[config.mk]
export PLATFORM = sky130hd
export DESIGN_NAME = rv32_ctrl_pipe
export DESIGN_NICKNAME = d
export VERILOG_FILES = /design/src/rtl/rv32_pkg.sv /design/src/rtl/rv32_ctrl_decode.sv /design/src/rtl/rv32_ctrl_pipe.sv
export SDC_FILE = /design/constraint.sdc
export NUM_CORES = 1
export LEC_CHECK = 0
export CORE_UTILIZATION = 43
export DETAILED_ROUTE_END_ITERATION = 16
export PLACE_DENSITY = 0.86
export SYNTH_ARGS = -nofsm -noshare
export SYNTH_HDL_FRONTEND = slang
export SYNTH_SLANG_ARGS = --single-unit
[constraint.sdc]
create_clock -name clk -period 2.3 [get_ports clk]
set_input_delay 0.46 -clock clk [delete_from_list [all_inputs] [get_ports clk]]
set_output_delay 0.46 -clock clk [all_outputs]
set_load 0.01 [all_outputs]
[src/rtl/rv32_pkg.sv]
// Shared RV32 control definitions: opcodes, select encodings, the ID/EX
// control bundle and the issue-control state type.
package rv32_pkg;

   localparam logic [6:0] OC_R      = 7'b0110011;
   localparam logic [6:0] OC_I      = 7'b0010011;
   localparam logic [6:0] OC_LOAD   = 7'b0000011;
   localparam logic [6:0] OC_STORE  = 7'b0100011;
   localparam logic [6:0] OC_BRANCH = 7'b1100011;
   localparam logic [6:0] OC_LUI    = 7'b0110111;
   localparam logic [6:0] OC_AUIPC  = 7'b0010111;
   localparam logic [6:0] OC_JAL    = 7'b1101111;
   localparam logic [6:0] OC_JALR   = 7'b1100111;
   localparam logic [6:0] OC_P      = 7'b1110111;

   // funct7 bit that marks a packed-SIMD op as multiply-class (multi-cycle)
   localparam int PMUL_BIT = 6;

   typedef enum logic [2:0] {Imm_I, Imm_S, Imm_B, Imm_U, Imm_J} imm_sel_t;

   typedef enum logic [3:0] {
      ALU_ADD, ALU_SUB, ALU_SLL, ALU_SLT, ALU_SLTU,
      ALU_XOR, ALU_SRL, ALU_SRA, ALU_OR, ALU_AND, ALU_BSEL
   } alu_sel_t;

   typedef enum logic [1:0] {WB_MEM, WB_ALU, WB_PC4} wb_sel_t;

   typedef enum logic [1:0] {SIMD_8 = 2'b00, SIMD_16 = 2'b01, SIMD_32 = 2'b10} simd_w_t;

   typedef enum logic {RUN, PBUSY} ctrl_state_t;

   typedef struct packed {
      imm_sel_t   ImmSel;
      alu_sel_t   ALUSel;
      wb_sel_t    WBSel;
      logic       BrUn;
      logic       ASel;
      logic       BSel;
      logic       MemRW;
      logic       MemUnsigned;
      logic       RegWEn;
      logic [1:0] MemSize;
      logic [4:0] rd;
      logic [4:0] rs1;
      logic [4:0] rs2;
      logic [2:0] funct3;
      logic       is_branch;
      logic       is_jump;
      logic       illegal;
      simd_w_t    simd_w;
   } ctrl_bundle_t;

   localparam ctrl_bundle_t CTRL_RESET = '{
      ImmSel: Imm_I, ALUSel: ALU_ADD, WBSel: WB_ALU,
      BrUn: 1'b0, ASel: 1'b0, BSel: 1'b0, MemRW: 1'b0, MemUnsigned: 1'b0,
      RegWEn: 1'b0, MemSize: 2'b00, rd: 5'd0, rs1: 5'd0, rs2: 5'd0,
      funct3: 3'd0, is_branch: 1'b0, is_jump: 1'b0, illegal: 1'b0,
      simd_w: SIMD_8
   };

   // A bubble keeps the datapath fields but must not write state or redirect.
   function automatic ctrl_bundle_t make_bubble(input ctrl_bundle_t b);
      ctrl_bundle_t r;
      r           = b;
      r.RegWEn    = 1'b0;
      r.MemRW     = 1'b0;
      r.is_branch = 1'b0;
      r.is_jump   = 1'b0;
      r.illegal   = 1'b0;
      return r;
   endfunction

endpackage

[src/rtl/rv32_ctrl_decode.sv]
// Combinational RV32I + packed-SIMD control decode: instruction to control
// bundle, source-register usage flags and multiply-class indication.
module rv32_ctrl_decode
   import rv32_pkg::*;
#(
   parameter bit PEXT_EN = 1'b1
) (
   input  logic [31:0]  instr,
   output ctrl_bundle_t ctrl,
   output logic         rs1_used,
   output logic         rs2_used,
   output logic         pmul
);

   logic [6:0] opcode;
   logic [2:0] funct3;
   logic [6:0] funct7;
   logic       illegal;

   assign opcode = instr[6:0];
   assign funct3 = instr[14:12];
   assign funct7 = instr[31:25];

   // Table-driven decode; reserved encodings fall through to the illegal path.
   always_comb begin
      ctrl          = CTRL_RESET;
      ctrl.rd       = instr[11:7];
      ctrl.rs1      = instr[19:15];
      ctrl.rs2      = instr[24:20];
      ctrl.funct3   = funct3;
      rs1_used      = 1'b0;
      rs2_used      = 1'b0;
      pmul          = 1'b0;
      illegal       = 1'b0;

      case (opcode)
         OC_R, OC_I: begin
            ctrl.BSel   = (opcode == OC_I);
            ctrl.RegWEn = 1'b1;
            rs1_used    = 1'b1;
            rs2_used    = (opcode == OC_R);
            case (funct3)
               3'b000: ctrl.ALUSel = (opcode == OC_R && funct7[5]) ? ALU_SUB : ALU_ADD;
               3'b001: ctrl.ALUSel = ALU_SLL;
               3'b010: ctrl.ALUSel = ALU_SLT;
               3'b011: ctrl.ALUSel = ALU_SLTU;
               3'b100: ctrl.ALUSel = ALU_XOR;
               3'b101: ctrl.ALUSel = funct7[5] ? ALU_SRA : ALU_SRL;
               3'b110: ctrl.ALUSel = ALU_OR;
               default: ctrl.ALUSel = ALU_AND;
            endcase
            // funct7 is an encoding field for R-type and for immediate shifts
            if (opcode == OC_R || funct3 == 3'b001 || funct3 == 3'b101) begin
               if (funct7 == 7'b0100000)
                  illegal = !(funct3 == 3'b101 || (opcode == OC_R && funct3 == 3'b000));
               else
                  illegal = (funct7 != 7'b0000000);
            end
         end
         OC_LOAD: begin
            ctrl.BSel        = 1'b1;
            ctrl.WBSel       = WB_MEM;
            ctrl.RegWEn      = 1'b1;
            ctrl.MemSize     = funct3[1:0];
            ctrl.MemUnsigned = funct3[2];
            rs1_used         = 1'b1;
            illegal          = (funct3 == 3'b011) || (funct3 == 3'b110) || (funct3 == 3'b111);
         end
         OC_STORE: begin
            ctrl.ImmSel  = Imm_S;
            ctrl.BSel    = 1'b1;
            ctrl.MemRW   = 1'b1;
            ctrl.MemSize = funct3[1:0];
            rs1_used     = 1'b1;
            rs2_used     = 1'b1;
            illegal      = funct3[2] || (funct3[1:0] == 2'b11);
         end
         OC_BRANCH: begin
            ctrl.ImmSel    = Imm_B;
            ctrl.ASel      = 1'b1;
            ctrl.BSel      = 1'b1;
            ctrl.BrUn      = funct3[1];
            ctrl.is_branch = 1'b1;
            rs1_used       = 1'b1;
            rs2_used       = 1'b1;
            illegal        = (funct3 == 3'b010) || (funct3 == 3'b011);
         end
         OC_LUI: begin
            ctrl.ImmSel = Imm_U;
            ctrl.BSel   = 1'b1;
            ctrl.ALUSel = ALU_BSEL;
            ctrl.RegWEn = 1'b1;
         end
         OC_AUIPC: begin
            ctrl.ImmSel = Imm_U;
            ctrl.ASel   = 1'b1;
            ctrl.BSel   = 1'b1;
            ctrl.RegWEn = 1'b1;
         end
         OC_JAL: begin
            ctrl.ImmSel  = Imm_J;
            ctrl.ASel    = 1'b1;
            ctrl.BSel    = 1'b1;
            ctrl.WBSel   = WB_PC4;
            ctrl.RegWEn  = 1'b1;
            ctrl.is_jump = 1'b1;
         end
         OC_JALR: begin
            ctrl.BSel    = 1'b1;
            ctrl.WBSel   = WB_PC4;
            ctrl.RegWEn  = 1'b1;
            ctrl.is_jump = 1'b1;
            rs1_used     = 1'b1;
            illegal      = (funct3 != 3'b000);
         end
         OC_P: begin
            if (PEXT_EN) begin
               ctrl.RegWEn = 1'b1;
               ctrl.simd_w = simd_w_t'(funct7[5:4]);
               rs1_used    = 1'b1;
               rs2_used    = 1'b1;
               // lane width 2'b11 has no meaning
               illegal     = (funct7[5:4] == 2'b11);
               pmul        = funct7[PMUL_BIT] && !illegal;
            end else begin
               illegal = 1'b1;
            end
         end
         default: illegal = 1'b1;
      endcase

      if (illegal) begin
         ctrl.illegal   = 1'b1;
         ctrl.RegWEn    = 1'b0;
         ctrl.MemRW     = 1'b0;
         ctrl.is_branch = 1'b0;
         ctrl.is_jump   = 1'b0;
         ctrl.simd_w    = SIMD_8;
         rs1_used       = 1'b0;
         rs2_used       = 1'b0;
      end
   end

endmodule

[src/rtl/rv32_ctrl_pipe.sv]
// ID/EX control stage: decodes the ID instruction and registers its control
// bundle, with valid/ready handshake, load-use bubbles, flush and an issue
// hold for multi-cycle packed-SIMD multiplies.
//
//   state | meaning
//   RUN   | normal issue, one instruction per cycle when EX is ready
//   PBUSY | multiply-class OP-P occupying EX; issue bubbles until cnt expires
module rv32_ctrl_pipe
   import rv32_pkg::*;
#(
   parameter bit PEXT_EN     = 1'b1,
   parameter int PMUL_CYCLES = 3,
   parameter bit HAZARD_EN   = 1'b1
) (
   input  logic        clk,
   input  logic        rst,
   input  logic        id_valid,
   output logic        id_ready,
   input  logic [31:0] id_instr,
   input  logic        flush,
   input  logic        ex_ready,
   output logic        ex_valid,
   output imm_sel_t    ex_ImmSel,
   output alu_sel_t    ex_ALUSel,
   output wb_sel_t     ex_WBSel,
   output logic        ex_BrUn,
   output logic        ex_ASel,
   output logic        ex_BSel,
   output logic        ex_MemRW,
   output logic        ex_MemUnsigned,
   output logic        ex_RegWEn,
   output logic [1:0]  ex_MemSize,
   output logic [4:0]  ex_rd,
   output logic [4:0]  ex_rs1,
   output logic [4:0]  ex_rs2,
   output logic [2:0]  ex_funct3,
   output logic        ex_is_branch,
   output logic        ex_is_jump,
   output logic        ex_illegal,
   output logic [1:0]  ex_simd_w
);

   localparam int CNT_W = (PMUL_CYCLES > 2) ? $clog2(PMUL_CYCLES) : 1;

   ctrl_bundle_t      id_ctrl;
   ctrl_bundle_t      ex_ctrl;
   ctrl_state_t       state;
   logic [CNT_W-1:0]  cnt;
   logic              rs1_used;
   logic              rs2_used;
   logic              id_pmul;
   logic              ex_is_load;
   logic              load_use;
   logic              stall;
   logic              fire;

   rv32_ctrl_decode #(.PEXT_EN(PEXT_EN)) u_decode (
      .instr    (id_instr),
      .ctrl     (id_ctrl),
      .rs1_used (rs1_used),
      .rs2_used (rs2_used),
      .pmul     (id_pmul)
   );

   // Hazard detection and ready generation; flush always drains ID.
   always_comb begin
      ex_is_load = ex_valid && ex_ctrl.RegWEn && (ex_ctrl.WBSel == WB_MEM);
      load_use   = 1'b0;
      if (HAZARD_EN && state == RUN && id_valid && ex_is_load && ex_ctrl.rd != 5'd0)
         load_use = (rs1_used && id_ctrl.rs1 == ex_ctrl.rd) ||
                    (rs2_used && id_ctrl.rs2 == ex_ctrl.rd);
      stall    = ex_valid && !ex_ready;
      id_ready = flush || (!stall && state == RUN && !load_use);
      fire     = id_valid && id_ready;
   end

   // ID/EX register and issue FSM, in priority rst > flush > stall > PBUSY > issue.
   always_ff @(posedge clk) begin
      if (rst) begin
         ex_valid <= 1'b0;
         ex_ctrl  <= CTRL_RESET;
         state    <= RUN;
         cnt      <= '0;
      end else if (flush) begin
         ex_valid <= 1'b0;
         ex_ctrl  <= make_bubble(ex_ctrl);
         state    <= RUN;
         cnt      <= '0;
      end else if (stall) begin
         ex_valid <= ex_valid;
      end else if (state == PBUSY) begin
         ex_valid <= 1'b0;
         ex_ctrl  <= make_bubble(ex_ctrl);
         if (ex_ready) begin
            cnt <= cnt - 1'b1;
            if (cnt == CNT_W'(1))
               state <= RUN;
         end
      end else if (fire) begin
         ex_valid <= 1'b1;
         ex_ctrl  <= id_ctrl;
         if (id_pmul && (PMUL_CYCLES > 1)) begin
            state <= PBUSY;
            cnt   <= CNT_W'(PMUL_CYCLES - 1);
         end
      end else begin
         ex_valid <= 1'b0;
         ex_ctrl  <= make_bubble(ex_ctrl);
      end
   end

   assign ex_ImmSel      = ex_ctrl.ImmSel;
   assign ex_ALUSel      = ex_ctrl.ALUSel;
   assign ex_WBSel       = ex_ctrl.WBSel;
   assign ex_BrUn        = ex_ctrl.BrUn;
   assign ex_ASel        = ex_ctrl.ASel;
   assign ex_BSel        = ex_ctrl.BSel;
   assign ex_MemRW       = ex_ctrl.MemRW;
   assign ex_MemUnsigned = ex_ctrl.MemUnsigned;
   assign ex_RegWEn      = ex_ctrl.RegWEn;
   assign ex_MemSize     = ex_ctrl.MemSize;
   assign ex_rd          = ex_ctrl.rd;
   assign ex_rs1         = ex_ctrl.rs1;
   assign ex_rs2         = ex_ctrl.rs2;
   assign ex_funct3      = ex_ctrl.funct3;
   assign ex_is_branch   = ex_ctrl.is_branch;
   assign ex_is_jump     = ex_ctrl.is_jump;
   assign ex_illegal     = ex_ctrl.illegal;
   assign ex_simd_w      = ex_ctrl.simd_w;

endmodule

Yosys cells after proc, flatten, opt, wreduce, memory -nomap -nowiden
Cells that the tools add are included.
{"block": "totals", "ff_bits": 44, "latchBits": 0, "ramBits": 0, "mem_bits_ro": 0, "inputBits": 37, "out_inout_bits": 42, "wordCells": 138, "n_memories": 0}
{"block": "classes", "n_addsub": 1, "multipliers": 0, "n_div": 0, "magnitude_cmp": 0, "n_eq_ne": 24, "shifts": 0, "n_mux": 41, "bitwise": 3, "n_reduce_logical": 48}
{"operator": "2-to-1 mux 28 bit", "count": 2}
{"operator": "== test 7 x 6 -> 1 bit (second input constant)", "count": 4}
{"operator": "== test 7 bit (second input constant)", "count": 4}
{"operator": "case mux 4 bit (7 select lines)", "count": 1}
{"operator": "2-to-1 mux 1 bit", "count": 25}
{"operator": "== test 7 x 5 -> 1 bit (second input constant)", "count": 2}
{"operator": "logical AND 1 bit", "count": 14}
{"operator": "OR reduction 7 bit", "count": 2}
{"operator": "== test 3 bit (second input constant)", "count": 4}
{"operator": "2-to-1 mux 2 bit", "count": 6}
{"operator": "case mux 3 bit (4 select lines)", "count": 1}
{"operator": "== test 5 bit", "count": 2}
{"operator": "OR reduction 2 bit", "count": 5}
{"operator": "logical OR 1 bit", "count": 9}
{"operator": "OR reduction 3 bit", "count": 3}
{"operator": "case mux 4 bit (2 select lines)", "count": 1}
{"operator": "AND reduction 4 bit", "count": 2}
{"operator": "OR reduction 8 bit", "count": 1}
{"operator": "== test 7 x 2 -> 1 bit (second input constant)", "count": 1}
{"operator": "case mux 1 bit (7 select lines)", "count": 1}
{"operator": "nonzero test 7 bit", "count": 1}
{"operator": "== test 3 x 2 -> 1 bit (second input constant)", "count": 2}
{"operator": "zero test 1 bit", "count": 5}
{"operator": "2-to-1 mux 5 bit", "count": 1}
{"operator": "other kinds (13)", "count": 18}

Depth between registers and ports, before layout
Gate-level depths: netlist of the first run.
{"block": "logic_depth", "depth_word": 17, "mapped_depth": 9, "ltp_nobuf": 6}

Cells and area by module
From an unflattened synthesis of the first run, not the netlist that was laid out.
{"block": "hier_totals", "hier_cells": 266, "hier_area_um2": 2483.6}
{"module": "rv32_ctrl_pipe", "n_inst": 1, "cells_each": 140, "area_each_um2": 1689.1}
{"module": "rv32_ctrl_decode", "n_inst": 1, "cells_each": 126, "area_each_um2": 794.5}

Worst setup path after synthesis of the first run
No wires, ideal clock.
{"block": "synth_path", "kind": "in2out", "startpoint": "input id_instr[12]", "endpoint": "output id_ready", "arrival_ps": 1969, "t_required_ps": 1840, "slack_ps": -129, "path_stages": 8, "path_buffers": 2, "cell_sequence": "buf_6 nor4b_2 a211o_1 a31oi_1 or3_1 buf_6 or2_1 a21o_1"}
{"block": "synth_between", "elab_chain_cells": 14, "word_cells_on_any_way": 30, "cone_classes": "7 x eq/ne; 6 x mux; 17 x reduce/logical"}
{"element": "from (decl)", "line_no": "rv32_ctrl_pipe.sv:19", "rtl": "input logic [31:0] id_instr,"}
{"element": "zero test 3 bit", "line_no": "rv32_ctrl_decode.sv:55", "rtl": "illegal = !(funct3 == 3'b101 || (opcode == OC_R && funct3 == 3'b000));"}
{"element": "logical AND 1 bit", "line_no": "rv32_ctrl_decode.sv:55"}
{"element": "logical OR 1 bit", "line_no": "rv32_ctrl_decode.sv:55"}
{"element": "zero test 1 bit", "line_no": "rv32_ctrl_decode.sv:55"}
{"element": "2-to-1 mux 1 bit", "line_no": "rv32_ctrl_decode.sv:54", "rtl": "if (funct7 == 7'b0100000)"}
{"element": "2-to-1 mux 1 bit", "line_no": "rv32_ctrl_decode.sv:53", "rtl": "if (opcode == OC_R || funct3 == 3'b001 || funct3 == 3'b101) begin"}
{"element": "case mux 1 bit (7 select lines) (*)", "line_no": "rv32_ctrl_decode.sv:36", "rtl": "case (opcode)"}
{"element": "2-to-1 mux 1 bit", "line_no": "rv32_ctrl_decode.sv:132", "rtl": "if (illegal) begin"}
{"element": "logical AND 1 bit, on equally long branches", "line_no": "rv32_ctrl_pipe.sv:70, rv32_ctrl_pipe.sv:71"}
{"element": "logical OR 1 bit (*)", "line_no": "rv32_ctrl_pipe.sv:70", "rtl": "load_use = (rs1_used && id_ctrl.rs1 == ex_ctrl.rd) ||"}
{"element": "2-to-1 mux 1 bit (*)", "line_no": "rv32_ctrl_pipe.sv:69", "rtl": "if (HAZARD_EN && state == RUN && id_valid && ex_is_load && ex_ctrl.rd != 5'd0)"}
{"element": "zero test 1 bit (*)", "line_no": "rv32_ctrl_pipe.sv:73", "rtl": "id_ready = flush || (!stall && state == RUN && !load_use);"}
{"element": "logical AND 1 bit (*)", "line_no": "rv32_ctrl_pipe.sv:73"}
{"element": "logical OR 1 bit (*)", "line_no": "rv32_ctrl_pipe.sv:73"}
{"element": "to (decl)", "line_no": "rv32_ctrl_pipe.sv:18", "rtl": "output logic id_ready,"}
Mark *: on every way between the ends. The rest lies on a longest branch, timed or not.

Worst setup path in the final report of the first run
{"block": "layout_path", "startpoint": "input id_instr[6]", "endpoint": "output id_ready"}
{"block": "layout_between", "elab_chain_cells": 14, "word_cells_on_any_way": 33, "cone_classes": "10 x eq/ne; 8 x mux; 15 x reduce/logical"}
{"element": "== test 7 x 6 -> 1 bit"}
{"element": "logical AND 1 bit", "line_no": "rv32_ctrl_decode.sv:55"}
{"element": "logical OR 1 bit", "line_no": "rv32_ctrl_decode.sv:55"}
{"element": "zero test 1 bit", "line_no": "rv32_ctrl_decode.sv:55"}
{"element": "2-to-1 mux 1 bit", "line_no": "rv32_ctrl_decode.sv:54"}
{"element": "2-to-1 mux 1 bit", "line_no": "rv32_ctrl_decode.sv:53"}
{"element": "case mux 1 bit (7 select lines)", "line_no": "rv32_ctrl_decode.sv:36"}
{"element": "2-to-1 mux 1 bit", "line_no": "rv32_ctrl_decode.sv:132"}
{"element": "logical AND 1 bit, on equally long branches", "line_no": "rv32_ctrl_pipe.sv:70, rv32_ctrl_pipe.sv:71"}
{"element": "logical OR 1 bit (*)", "line_no": "rv32_ctrl_pipe.sv:70"}
{"element": "2-to-1 mux 1 bit (*)", "line_no": "rv32_ctrl_pipe.sv:69"}
{"element": "zero test 1 bit (*)", "line_no": "rv32_ctrl_pipe.sv:73"}
{"element": "logical AND 1 bit (*)", "line_no": "rv32_ctrl_pipe.sv:73"}
{"element": "logical OR 1 bit (*)", "line_no": "rv32_ctrl_pipe.sv:73"}
Marked as above.

==> results of run 1 <==
power by group:
group	total, µW	switching (µW)	internal [µW]
combinational	428	196	233
clock	636	280	356
sequential	795	12.8	782
metal layers:
| layer | global-route usage | vias to the layer above | wire length, µm | part of all wire |
|---|---|---|---|---|
| met3 | 0.04318 | 15 | 343 | 0.041 |
| met5 | 0 | - | 0 | 0 |
| met2 | 0.4325 | 90 | 4213 | 0.50 |
| met4 | 0.08929 | 0 | 161 | 0.019 |
| li1 | - | 1348 | - | - |
| met1 | 0.3169 | 1322 | 3652 | 0.44 |
worst max-delay path, delay by kind of cell:
family / cells / cell delay (ns)
buffers and inverters: 3 / 0.35
AO/OA/AOI/OAI: 3 / 0.53
AND/OR/NAND/NOR: 3 / 0.77
registers in the layout, summed over array words and instances, names as in the netlist, 2 cells and up:
| signal | count |
|---|---|
| ex_WBSel | 2 |
| ex_ImmSel | 3 |
| ex_rd | 5 |
| cnt | 2 |
| ex_funct3 | 3 |
| ex_MemSize | 2 |
| ex_ALUSel | 4 |
| ex_rs2 | 5 |
| ex_simd_w | 2 |
| ex_rs1 | 5 |
worst paths after layout:
check	slack [ns]	startpoint	cells past startpoint	endpoint
max	-0.28	id_instr[6]	9	id_ready
min	0.44	id_instr[22]	3	ex_rs2[2]
max reg2reg	0.16	ex_rd[0]	10	ex_rs2[3]
min reg2reg	0.48	ex_MemRW	2	ex_MemRW
cells in the mapped netlist, types with 2 or more instances:
| library cell | number |
|---|---|
| nand2b_1 | 50 |
| nor3_1 | 4 |
| mux2_2 | 3 |
| xor2_1 | 5 |
| nand2_1 | 29 |
| nand3_1 | 8 |
| nor2_1 | 16 |
| a21oi_1 | 8 |
| inv_1 | 5 |
| nor3_2 | 2 |
| nand3b_1 | 4 |
| nand4_1 | 3 |
| dfxtp_1 | 44 |
| nor3b_1 | 2 |
| buf_2 | 5 |
| a31oi_1 | 2 |
| o2111ai_1 | 2 |
| buf_4 | 4 |
| buf_6 | 3 |
| o21ai_0 | 13 |
| mux2i_1 | 32 |
| clkbuf_1 | 6 |
| nand4b_1 | 2 |
| nor4_1 | 5 |
| xnor2_1 | 7 |
| o31ai_1 | 4 |
| a211o_1 | 4 |
| a21o_1 | 2 |
| and2_1 | 2 |
| nor2b_1 | 10 |
placed cells by master (no fill, tap or decap), types with 10 or more instances in the layout:
cell	n
nand2_1	28
mux2i_1	31
clkdlybuf4s50_1	52
dlygate4sd2_1	10
dfxtp_1	40
nor2b_1	10
buf_4	65
nand2b_1	50
nor2_1	14
o21ai_0	12
repair_timing:
item / 4_1_cts / 5_1_grt
gates resized for setup: 88 / 26
pin swaps: 20 / 12
buffers inserted: 16 / 0
gates cloned: 1 / 1
endpoints found under the setup margin: 41 / 37
stage by stage:
step           cell area, µm²  std cells  setup slack, ns
2_1_floorplan            2625        309          -0.1014
3_3_place_gp             3840        502           -1.011
3_5_place_dp             3840        502           -1.032
4_1_cts                  4070        525          -0.2550
5_1_grt                  4180        524          -0.3109
6_report                 4180        524          -0.2799
kinds of logic after synthesis:
logic type                 share of synthesized area
muxes                                         0.1392
xor gates and xnor gates                     0.04004
AOI/OAI and AO/OA                             0.1125
adders and majority gates                   0.004766
DFF                                           0.3356
buffers and inverters                        0.05100
and+or+nand+nor                               0.3170
layout make-up:
type | count | area, µm² | area share
multi-input combinational | 241 | 1727 | 0.4131
timing repair buffer | 151 | 1334 | 0.3191
sequential | 44 | 885.9 | 0.2119
tap | 75 | 93.84 | 0.02245
clock buffer | 6 | 82.58 | 0.01975
clock inverter | 2 | 38.79 | 0.009279
inverter | 5 | 18.77 | 0.004490
==> key figures, run 1 <==
Synth
  – Syn nets: 347
  – Post-Syn Instances: 309
  – Yosys top cell area share: 0.3356
  – Unique masters post-synth: 53
  – Main synth FF type: dfxtp_1
  – Cell area after synthesis: approximately 2600 µm²
  – Yosys synthesis warning count: 0
  – Syn_area_per_cell: 8.495 µm²
  – Cell taking the most area after synthesis: dfxtp_1
  – Post-synth EDFFs: 0
  – FFs w/ async S/R, synth: 0
  – FF+latch count, synth: 44
  – Sequential share of the synthesized area: 0.3356
  – Top cells by area, synth: dfxtp_1 34%, mux2i_1 12%, nand2b_1 12%, nand2_1 4.1%, o21ai_0 2.5%

Cells and area
  – Final Net Count: about 490
  – Ant diodes: 0
  – Share of cells above drive strength 1: 0.2784
  – Final core occ: 0.7060
  – Synth-to-Final Area Change: 59.25%
  – Fill cells: between 400 and 500

STA
  – Final Hold Viols: 0
  – Slew HR: 0.7526
  – Setup TNS: -0.2799 ns
  – RSZ-0062 raised after global routing: yes
  – Final period util: 1.122
  – Final setup violating endpoints: 1
  – Max-slew violation count: 0
  – Skew final: about 0.013 ns
  – Worst Tran Pin Value: about 0.37 ns
  – Hold slack final: 0.4448 ns
  – Crit path time final: 2.580 ns
  – Worst setup margin: -0.2799 ns
  – Fmax: 387.6 MHz

Global routing
  – Largest net degree at the start of global routing: 48
  – GRT Total Usage: 0.2525
  – Vias in the first global route: 2,643
  – First-pass GRT wire length: 12.50 mm
  – Initial antenna violation count: 0
  – Grt total ovfl: 0

Drt
  – Routed WL per cell: 15.97 µm
  – DRC: 0
  – Routed vias: 2,775
  – Drt total wl: about 8.4 mm
  – Mean number of vias per cell: 5.296
  – First drt pass iteration count: 4
  – First DRT Iteration DRCs: roughly 210
  – Routed Antenna Nets: 0

Worst setup path
  – Crit-path max FO: 6
  – Max incr delay on CP: 0.36 ns
  – Crit path DAT: ~2.1 ns
  – Crit start category: input port
  – Crit path capture type: output pin
  – Worst EP required: 1.84 ns
  – Crit path top cell by count: buf_6
  – Critical-path cell list: buf_6, buf_6, nand4b_1, o31ai_2, a211o_1, or3_1, or2_1, a21o_1, buf_2
  – Crit Path Class: input port to output pin
  – Critical-path top delay cell: or3_1

CTS
  – Post-CTS Hold Fix Bufs: 0
  – Clock-pin slew on the worst setup and hold paths: ~0.090 ns
  – Inserted Clock Buffers: 5
  – CTS Buffer Depth: 2
  – CTS Root Cell: clkbuf_8
  – Worst-Skew Late Latency: 0.30 ns
  – CTS tree: yes
  – CTS H-tree depth: 2
  – CTS sink count: 44

Floorplan
  – I/O pin count: 79
  – Rows: 28
  – Initial cell density of the core: 0.4434
  – Die Y: 80.13 µm
  – Die X-Extent: 80.13 µm
  – Die ar.: between 6000 and 7000 µm²
  – Core Box Area: 5921 µm²

Run status
  – Outcome: complete, but fails checks
  – Failing checks: negative setup slack

Power
  – Leakage power figure: 0.001680 µW
  – PD cells: between 400 and 500 nW/µm²
  – Total power: 1859 µW
  – Max VDD drop: between 0.2 and 0.3 mV

Flow run
  – Number of max-cap violations: 0

Placement
  – Port-buffer cells: 78
  – DP HPWL: 5.840 mm
  – Final GP Congestion: 0.8668

Worst hold path
  – Hold WC Path Type: input port to flip-flop
Note: power is estimated with default switching activity, not from simulation.
==> run 2, diff against run 1 <==
Settings changed: CTS_CLUSTER_SIZE set to 16.
==> results of run 2 <==
Final layout, timing and power as in run 1 (identical DEF).
==> run 3, diff against run 2 <==
Settings changed: CORE_UTILIZATION 43 to 42, PLACE_DENSITY 0.86 to 0.85, SYNTH_HIERARCHICAL set to 1.
==> run 3 against run 2 <==
The flow still finishes with violations (negative setup slack). Clock skew is 0.0097 ns lower. Cell count is 13% lower. Combinational power shrank 7.5%. Critical path type unchanged. Die area shrank 3.0%. Routed wire length decreased by 1.2%. First-iteration DRC count fell by 30%.
==> key figures, run 3 <==
Worst setup path
  – Crit-path leading delay family: simple AND/OR/NAND/NOR gates
  – Critical-path cell list: buf_8, buf_6, or4b_4, o211ai_4, a311oi_4, buf_4, nor4_4, a32oi_4, nor2_2, a31oi_2, buf_2
  – FF-to-FF End: ex_funct3[1]
  – Crit path launch: id_instr[12]
  – Crit Path Class: input port to output pin
  – Worst r2r src: ex_rd[2]
  – Crit start category: input port
  – WP depth: 11
  – Worst R2R Setup Slack: 0.19 ns
  – Crit-path max FO: 2
  – Register-to-Register Path Depth: 8
  – Crit path DAT: 2.44 ns
  – Critical Path End: id_ready
  – Max incr delay on CP: 0.55 ns
  – Worst EP required: 1.84 ns
  – WP buf/inv: 4
  – Critical-path top delay cell: or4b_4
  – Crit path capture type: output pin

CTS
  – CTS Root Cell: clkbuf_8
  – Worst-Skew Late Latency: 0.30 ns
  – Inserted Clock Buffers: 5
  – CTS tree: yes
  – CTS sink count: 44
  – Clock-pin slew on the worst setup and hold paths: 0.08 ns
  – Post-CTS Hold Fix Bufs: 0
  – CTS H-tree depth: 2
  – CTS Buffer Depth: 2

Floorplan
  – Die X-Extent: 78.90 µm
  – Initial cell density of the core: 0.4429
  – I/O pin count: 79
  – Die ar.: 6225 µm²
  – Core Box Area: 5608 µm²
  – Rows: 27
  – Die Y: 78.90 µm

Power
  – Leakage power figure: 0.001542 µW
  – PD cells: 440.5 nW/µm²
  – Total power: 1696 µW
  – Max VDD drop: about 0.22 mV

Synth
  – Mux cell area share after synthesis: 0.004030
  – Most frequent cell after synthesis: dfxtp_1
  – Post-synth EDFFs: 0
  – Compound-gate portion of the synthesized area: 0.2796
  – Main synth FF type: dfxtp_1
  – Cell taking the most area after synthesis: dfxtp_1
  – Synth top cells by count: 44 x dfxtp_1, 35 x a22o_1, 21 x nor2_1, 20 x buf_4, 13 x nand2_1
  – Unique masters post-synth: 57
  – Sequential share of the synthesized area: 0.3547
  – Syn nets: 304
  – Synth Area in Adders: 0.005038
  – Top cells by area, synth: dfxtp_1 35%, a22o_1 12%, buf_4 6.0%, buf_6 3.2%, nor2_1 3.2%
  – Cell area after synthesis: around 2500 µm²
  – Yosys top cell area share: 0.3547
  – Main combinational cell family by area after synthesis: compound AO/OA/AOI/OAI gates
  – Area share of and/or/nand/nor cells after synthesis: 0.1940
  – FF+latch count, synth: 44
  – Yosys synthesis warning count: 6
  – Syn_area_per_cell: between 9 and 10 µm²
  – Post-Syn Instances: 266
  – FFs w/ async S/R, synth: 0
  – XOR/XNOR share of the synthesized area: 0.04232

Drt
  – Routed Antenna Nets: 0
  – Routed WL per cell: 18.05 µm
  – DRC: 0
  – Routed vias: 2,600
  – First DRT Iteration DRCs: between 100 and 150
  – Drt total wl: 8.267 mm
  – First drt pass iteration count: 4
  – Mean number of vias per cell: 5.677

STA
  – Slew HR: 0.5085
  – Final period util: 1.260
  – Worst setup margin: -0.5985 ns
  – Max-slew violation count: 0
  – RSZ-0062 raised after global routing: yes
  – Setup TNS: -15.18 ns
  – Hold slack final: 0.4878 ns
  – Final Hold Viols: 0
  – Fmax: ~350 MHz
  – Worst Tran Pin Value: 0.7345 ns
  – Crit path time final: 2.898 ns
  – Skew final: 0.003004 ns
  – Final setup violating endpoints: 44

Cells and area
  – Final Net Count: 423
  – Ant diodes: 0
  – Commonest non-fill, non-tap cell in the layout: clkdlybuf4s50_1
  – Synth-to-Final Area Change: 55.06%
  – Share of cells above drive strength 1: 0.2927
  – Commonest non-fill, non-tap cells in the layout: 65 x clkdlybuf4s50_1, 56 x buf_4, 44 x dfxtp_1
  – Final core occ: 0.6867
  – Non-Filler Instances: around 460
  – Fill cells: 461

Placement
  – DP HPWL: 5.407 mm
  – Port-buffer cells: 78
  – Final GP Congestion: 0.9508
  – Placed cells: 437

Flow run
  – Number of max-cap violations: 0

Global routing
  – Vias in the first global route: 2,615
  – Initial antenna violation count: 0
  – Largest net degree at the start of global routing: 18
  – First-pass GRT wire length: between 10 and 15 mm
  – Grt total ovfl: 0
  – GRT Total Usage: 0.2721

Worst hold path
  – HP Start: ex_ALUSel[3]
  – Hold WC Path Type: flip-flop to flip-flop

Run status
  – Failing checks: negative setup slack
  – Outcome: complete, but fails checks
run 3: changes by cell type in the layout (fill, tap and decap cells not counted), moves of 6 or more:
cell,delta
buf_4,-9
nand2b_1,-43
a22o_1,+35
nor2_1,+6
dlygate4sd2_1,-9
nand2_1,-15
mux2i_1,-30
o21ai_0,-8
clkdlybuf4s50_1,+13
run 3: layout make-up:
cell class	instances	area (µm²)	area share
inverter	9	33.78	0.008772
clock buffer	6	82.58	0.02144
tap	72	90.09	0.02339
clock inverter	2	10.01	0.002599
multi-input combinational	183	1463	0.3798
sequential	44	880.8	0.2287
timing repair buffer	142	1291	0.3353
run 3: kinds of logic (layout without fill, tap and decap cells):
group           count (synthesis)  after routing
xor+xnor                       12             12
mux                             1              1
simple gates                   84             84
fa+ha+maj                       1              1
buf+inv                        44            159
flops                          44             44
compound gates                 80             85
run 3: worst register-to-register path, stage by stage (launching register included):
cell and delay (ns):
dfxtp_1 0.46, xor2_1 0.15, nor4_4 0.35, a32oi_4 0.17
buf_4 0.21, o31ai_4 0.23, buf_6 0.16, buf_12 0.16
a22o_1 0.17
run 3: metrics by stage:
stage / setup WS [ns] / cell area, µm²
floorplan: -0.3189 / 2517
CTS: -0.5868 / 3846
global placement: -1.201 / 3548
finish: -0.5985 / 3851
global route: -0.6472 / 3851
detailed placement: -1.289 / 3548
run 3: what timing repair did:
action | in CTS | in global routing
setup buffers | 7 | 0
endpoints found under the setup margin | 45 | 45
endpoints found under the hold margin | 0 | 0
resized for setup | 67 | 5
cloned | 7 | 0
pin swaps | 15 | 3
run 3: where the power goes:
group / switching [µW] / internal [µW] / total [µW]
sequential: 14.9 / 779 / 794
combinational: 184 / 213 / 396
clock: 266 / 240 / 506
total: 464 / 1230 / 1700
run 3: worst min-delay path by stage:
stage	endpoint	slack, ns	cells after the start
3_5_place_dp	ex_rs1[1]	0.47	1
5_1_grt	ex_rs2[1]	0.50	1
6_report	ex_ALUSel[3]	0.49	1
3_3_place_gp	ex_rs1[3]	0.46	1
4_1_cts	ex_rs2[1]	0.49	1
2_1_floorplan	state	0.48	1
run 3: routing by layer:
metal	track usage	share of wire
met4	0.08364	0.015
met5	0	0
met3	0.05172	0.065
met1	0.3168	0.42
met2	0.5000	0.50
